<file path="config.mk">
export PLATFORM = sky130hd
export DESIGN_NAME = ram
export DESIGN_NICKNAME = d
export VERILOG_FILES = /design/src/rtl/ram_pkg.sv /design/src/rtl/ram_array.sv /design/src/rtl/ram.sv
export SDC_FILE = /design/constraint.sdc
export NUM_CORES = 1
export LEC_CHECK = 0
export CELL_PAD_IN_SITES_DETAIL_PLACEMENT = 1
export CELL_PAD_IN_SITES_GLOBAL_PLACEMENT = 2
export CORE_MARGIN = 1.5
export CORE_UTILIZATION = 42
export DETAILED_ROUTE_END_ITERATION = 6
export DONT_BUFFER_PORTS = 1
export HOLD_SLACK_MARGIN = 0.12
export PLACE_DENSITY = 0.83
export RECOVER_POWER = 25
export SKIP_CTS_REPAIR_TIMING = 1
export SYNTH_ARGS = -nofsm -noshare
export SYNTH_HDL_FRONTEND = slang
export SYNTH_SLANG_ARGS = --single-unit
export TNS_END_PERCENT = 30
</file>
<file path="constraint.sdc">
create_clock -name clock -period 2.6 [get_ports clock]
set_input_delay 0.39 -clock clock [delete_from_list [all_inputs] [get_ports clock]]
set_output_delay 0.39 -clock clock [all_outputs]
set_load 0.02 [all_outputs]
</file>
<file path="src/rtl/ram_pkg.sv">
// Shared types, default sizes and the fixed command table
// for the self-sequencing RAM block.
package ram_pkg;

    localparam int DEF_DATA_WIDTH = 8;
    localparam int DEF_ADDR_WIDTH = 4;
    localparam int DEF_NUM_STEPS  = 8;

    typedef enum logic {
        OP_READ  = 1'b0,
        OP_WRITE = 1'b1
    } op_e;

    typedef struct packed {
        op_e                       op;
        logic [DEF_ADDR_WIDTH-1:0] addr;
        logic [DEF_DATA_WIDTH-1:0] wdata;
    } cmd_t;

    localparam cmd_t CMD_TABLE [DEF_NUM_STEPS] = '{
        '{OP_READ,  4'd3,  8'h00},
        '{OP_WRITE, 4'd3,  8'hA5},
        '{OP_READ,  4'd3,  8'h00},
        '{OP_WRITE, 4'd7,  8'h3C},
        '{OP_READ,  4'd7,  8'h00},
        '{OP_READ,  4'd0,  8'h00},
        '{OP_WRITE, 4'd15, 8'hFF},
        '{OP_READ,  4'd15, 8'h00}
    };

    // Larger step counts simply cycle through the table again.
    function automatic cmd_t cmd_at(input int idx);
        return CMD_TABLE[idx % DEF_NUM_STEPS];
    endfunction

endpackage

</file>
<file path="src/rtl/ram_array.sv">
// Storage array: combinational read, synchronous write,
// reset loads each word with its own index.
module ram_array
    import ram_pkg::*;
#(
    parameter int DATA_WIDTH = DEF_DATA_WIDTH,
    parameter int ADDR_WIDTH = DEF_ADDR_WIDTH
) (
    input  logic                  clock,
    input  logic                  reset,
    input  logic                  we,
    input  logic [ADDR_WIDTH-1:0] addr,
    input  logic [DATA_WIDTH-1:0] wdata,
    output logic [DATA_WIDTH-1:0] rdata
);

    localparam int DEPTH = 2 ** ADDR_WIDTH;

    logic [DATA_WIDTH-1:0] mem [DEPTH];

    always_ff @(posedge clock) begin
        if (reset) begin
            for (int i = 0; i < DEPTH; i++) begin
                mem[i] <= DATA_WIDTH'(i);
            end
        end else if (we) begin
            mem[addr] <= wdata;
        end
    end

    assign rdata = mem[addr];

endmodule

</file>
<file path="src/rtl/ram.sv">
// Top level: steps through the command table one entry per
// clock and registers each command's result on ram_out.
module ram
    import ram_pkg::*;
#(
    parameter int DATA_WIDTH = DEF_DATA_WIDTH,
    parameter int ADDR_WIDTH = DEF_ADDR_WIDTH,
    parameter int NUM_STEPS  = DEF_NUM_STEPS
) (
    input  logic                  clock,
    input  logic                  reset,
    output logic [DATA_WIDTH-1:0] ram_out
);

    localparam int STEP_W = (NUM_STEPS > 1) ? $clog2(NUM_STEPS) : 1;

    logic [STEP_W-1:0]     step;
    cmd_t                  cmd;
    logic                  we;
    logic [ADDR_WIDTH-1:0] addr;
    logic [DATA_WIDTH-1:0] wdata;
    logic [DATA_WIDTH-1:0] rdata;

    always_comb begin
        cmd   = cmd_at(int'(step));
        we    = (cmd.op == OP_WRITE);
        addr  = ADDR_WIDTH'(cmd.addr);
        wdata = DATA_WIDTH'(cmd.wdata);
    end

    ram_array #(
        .DATA_WIDTH(DATA_WIDTH),
        .ADDR_WIDTH(ADDR_WIDTH)
    ) u_array (
        .clock(clock),
        .reset(reset),
        .we   (we),
        .addr (addr),
        .wdata(wdata),
        .rdata(rdata)
    );

    always_ff @(posedge clock) begin
        if (reset) begin
            step <= '0;
        end else if (step == STEP_W'(NUM_STEPS - 1)) begin
            step <= '0;
        end else begin
            step <= step + STEP_W'(1);
        end
    end

    // rdata still holds the pre-edge word, so a read sees old contents.
    always_ff @(posedge clock) begin
        if (reset) begin
            ram_out <= '0;
        end else if (we) begin
            ram_out <= wdata;
        end else begin
            ram_out <= rdata;
        end
    end

endmodule

</file>
# Word-level counts from Yosys, hierarchy flattened
# Memories as Yosys holds them, arrays and structs flattened. A register that Yosys moved wholly into a read port is not among the register bits.
# Index checks and enable logic that the tools add are counted.
# word_totals
register_bits,3
latchBits,0
mem_bits_rw,128
rom_bits,104
input_bits,2
output_inout_bits,8
mem_count,2
# memory_table
name,depth,word_bits,read_ports,rd_ports_with_merged_regs,write_ports,line_no,rtl
u_array.mem,16,8,1,1,16,ram_array.sv:19,logic [DATA_WIDTH-1:0] mem [DEPTH];
(name not given),8,13,1,0,0,ram_pkg.sv:33,return CMD_TABLE[idx % DEF_NUM_STEPS];
# op_classes
n_addsub,1
multipliers,0
div,0
n_lt_le_gt_ge,1
eq_ne,1
shift,0
n_mux,10
bitwise,1
n_reduce_logical,2
# ops
cell,count
$ge A32 B4 Y1 const B,1
$not A3 Y32,1
$mux W13,2
$mux W8,1
$reduce_or A8 Y1,1
$mux W1,6
$mux W4,1
$add A3 B1 Y3 const B,1
$eq A3 B3 Y1 const B,1
$reduce_or A2 Y1,1

# Logic depth before layout (Yosys ltp)
# logic_depth
word_depth,9
depth_mapped,10

# By module
# A second synthesis with hierarchy kept.
# hier_totals
cells_unflattened,435
hier_area_um2,6444.9
# by_module_without_submodules
mod,n_inst,cells_per_inst,area_per_inst_um2,seq_area_each_um2
ram_array,1,383,5925.7,3843.7
ram,1,52,519.2,220.2

# Least setup slack after synthesis
# No wires, ideal clock.
# synth_path
path_kind,register to register
start,register step[1]
end,memory u_array.mem[7][0] (netlist name) (enable)
setup_time_ns,0.323
arrival_time_ns,1.839
required_ns,2.277
path_slack_ns,0.437
path_stages_with_launch,9
path_buffers,2
period_less_slack_ns,2.163
cell_sequence,dfxtp_1 buf_6 inv_1 buf_2 ha_1 nand2b_1 or3_1 a21o_1 nand2_1
# synth_rtl
item,line_no,rtl
from (decl),ram.sv:17,logic [STEP_W-1:0] step;
from (signal assigned),ram.sv:49,step <= step + STEP_W'(1);
to (decl),ram_array.sv:19,

==> results.json <==
{
  "status": "finished clean",
  "reg2reg_from": "step[0]$_SDFF_PP0_",
  "first_pass_iters": 4,
  "cap_violations": 0,
  "dp_hpwl_mm": 3.95,
  "final_cell_count_no_fill": 274,
  "layout.nets": 210,
  "clk_pin_slew_ns": 0.08,
  "fmax_mhz": 473,
  "ys.flop_type": "edfxtp_1",
  "start_kind": "register",
  "setup_viol": 0,
  "gp_congestion": 0.799,
  "synthTopCellsByCount": "edfxtp_1 (36), a21oi_1 (12), dfxtp_1 (11)",
  "end_kind": "register",
  "clock_skew_ns": 0.00489,
  "fp.dieArea_um2": 5980,
  "p_int_mw": 1.21,
  "layout-drive-gt1-share_pct": 12.7,
  "synth_cells": 199,
  "vdd_drop_max_v": 0.000333,
  "period_share_pct": 81.3,
  "synth_edf_count": 36,
  "vias": 1595,
  "pwr-share-seq_pct": 55.3,
  "arrival_ns": 2.10,
  "ant_nets": 0,
  "combPwrFrac_pct": 11.9,
  "cts_inserted_buffers": 5,
  "vias_per_cell": 5.82,
  "fin_area_um2": 2480,
  "io_pins": 10,
  "fill_cells": 580,
  "grt_usage_pct": 20.1,
  "rsz0062_at_grt": "no",
  "rr_worst_depth": 6,
  "placed_cells": 266,
  "numClockSinks": 47,
  "p_switching_uw": 404,
  "placed_area_um2": 2380,
  "crit_path_start": "step[0]$_SDFF_PP0_",
  "yosys.area.top_type": "edfxtp_1",
  "cts_max_level": 2,
  "drc_errors": 0,
  "grt_first_pass_wirelength_mm": 8.92,
  "clock_insertion_delay_worst_skew_ns": 0.30,
  "slew_violations": 0,
  "drtIter0Drc": 116,
  "holdPathStages": 1,
  "antenna_cells": 0,
  "synth.ff_latch_count": 47,
  "worst_hold_slack_ns": 0.161,
  "fin_setup_tns_ns": 0,
  "synth_area_leaders": "edfxtp_1 (47%), dfxtp_1 (9.5%), ha_1 (2.7%), a21oi_1 (2.6%), mux2i_1 (2.2%)",
  "yosysUniqueCellTypes": 49,
  "cts_tree": "yes",
  "antenna_found_initial": 0,
  "p_leak_nw": 0.900,
  "cts_root_buf": "clkbuf_8",
  "routed_wl_mm": 5.60,
  "dieWidth_um": 77.3,
  "power.share.switching_pct": 25.0,
  "grt_pass1_vias": 1647,
  "die_h_um": 77.3,
  "power.share.clock_pct": 32.8,
  "hold_viol": 0,
  "power_density_nw_per_um2": 650,
  "synth-seq-area-share_pct": 56.1,
  "syn-mean-instance-area_um2": 11.7,
  "core_area_um2": 5200,
  "clk_path_buf_depth": 2,
  "synth_warnings": 0,
  "finalCriticalPeriod_ns": 2.11,
  "finish.utilization_pct": 47.7,
  "critPathKind": "register to register",
  "synth.cell_area_um2": 2320,
  "synthArstFlopShare_pct": 0,
  "synth.most_common_cell": "edfxtp_1",
  "io_buffers": 0,
  "hold_start": "reset",
  "cp.required_ns": 2.58,
  "rrSetupSlack_ns": 0.49,
  "grt_max_degree": 28,
  "fp-row-count": 26,
  "min-delay-path-class": "input port to register",
  "avgRoutedWirePerCell_um": 20.4,
  "area_growth_pct": 7.12,
  "critPathMaxFanout": 9,
  "globalRouteOverflowTotal": 0,
  "initial_core_util_pct": 44.6,
  "yosys.area.top_type_share_pct": 46.6
}
## power by group through the flow
stage | clock, mW | combinational, mW | sequential [mW]
6_report | 0.530 | 0.193 | 0.893
5_1_grt | 0.561 | 0.211 | 0.898
4_1_cts | 0.542 | 0.191 | 0.894
3_5_place_dp | 0 | 0.190 | 0.911
3_3_place_gp | 0 | 0.180 | 0.910
2_1_floorplan | 0 | 0.155 | 0.900
## through the flow
stage / setup slack [ns] / power [mW]
after global routing: 0.353 / 1.67
after floorplan: 0.437 / 1.05
after detailed placement: 0.535 / 1.10
after CTS: 0.515 / 1.63
final: 0.487 / 1.62
after global placement: 0.634 / 1.09
## routing by layer
| metal | track usage, % | part of all wire [%] |
|---|---|---|
| met5 | 0 | 0 |
| met4 | 8.36 | 2.3 |
| met3 | 5.24 | 5.0 |
| met2 | 32.6 | 49 |
| met1 | 25.2 | 44 |
## cell type report
| type | count | area, um^2 | area share, % |
|---|---|---|---|
| flip-flops and latches | 47 | 1300 | 52.4 |
| well taps | 70 | 87.6 | 3.52 |
| clock inverters | 1 | 30.0 | 1.21 |
| multi-input cells | 135 | 911 | 36.7 |
| clock buffers | 7 | 76.3 | 3.07 |
| repair buffers | 7 | 52.6 | 2.11 |
| inverters | 7 | 26.3 | 1.06 |
## placed cells by master, fill, tap and decap left out, types with 2 or more instances in the layout
cell      instances
nor2_1            9
o21a_1            4
and4_1            4
and3_1            5
o22ai_1           3
nor4_1            4
and3b_1           3
or3_1             4
mux2_2            4
conb_1            8
a221oi_1          2
ha_1              5
or2_2             5
nand2b_1          4
o21ai_0           5
a22oi_1           2
nand3b_1          2
nor3_1            7
clkbuf_1          2
nor2b_1           3
dfxtp_1          11
nor4b_1           4
inv_1             6
nand2_1           9
buf_4             7
mux2i_1           5
edfxtp_1         36
a21oi_1          12
o221ai_1          4
a211o_1           2
clkbuf_8          5
## flip-flops by register name, summed over array words and instances (netlist names)
name	cells
ram_out	8
step	3
u_array.mem	36
## critical path: stages, from the launching register on
cell      delay [ns]
dfxtp_1         0.34
inv_1           0.16
ha_1            0.36
nand2b_1        0.12
or3_1           0.32
a21o_1          0.24
nand2_1         0.26
## final timing paths
path,endpoint
worst max-delay path,u_array.mem[7][3]$_SDFFCE_PN0P_
worst min-delay path,step[0]$_SDFF_PP0_
worst max register to register,u_array.mem[7][3]$_SDFFCE_PN0P_
worst min register to register,step[0]$_SDFF_PP0_
## logic make-up (layout without fill, tap and decap cells)
group | after synthesis | count (layout) | synth area share [%]
AOI/OAI and AO/OA | 42 | 42 | 12.2
adders and majority gates | 5 | 5 | 2.70
buffers and inverters | 24 | 22 | 5.77
DFF | 47 | 47 | 56.1
muxes | 9 | 9 | 4.10
other | 1 | 8 | 0.162
and+or+nand+nor | 71 | 71 | 18.9
(Power assumes the default switching activity.)
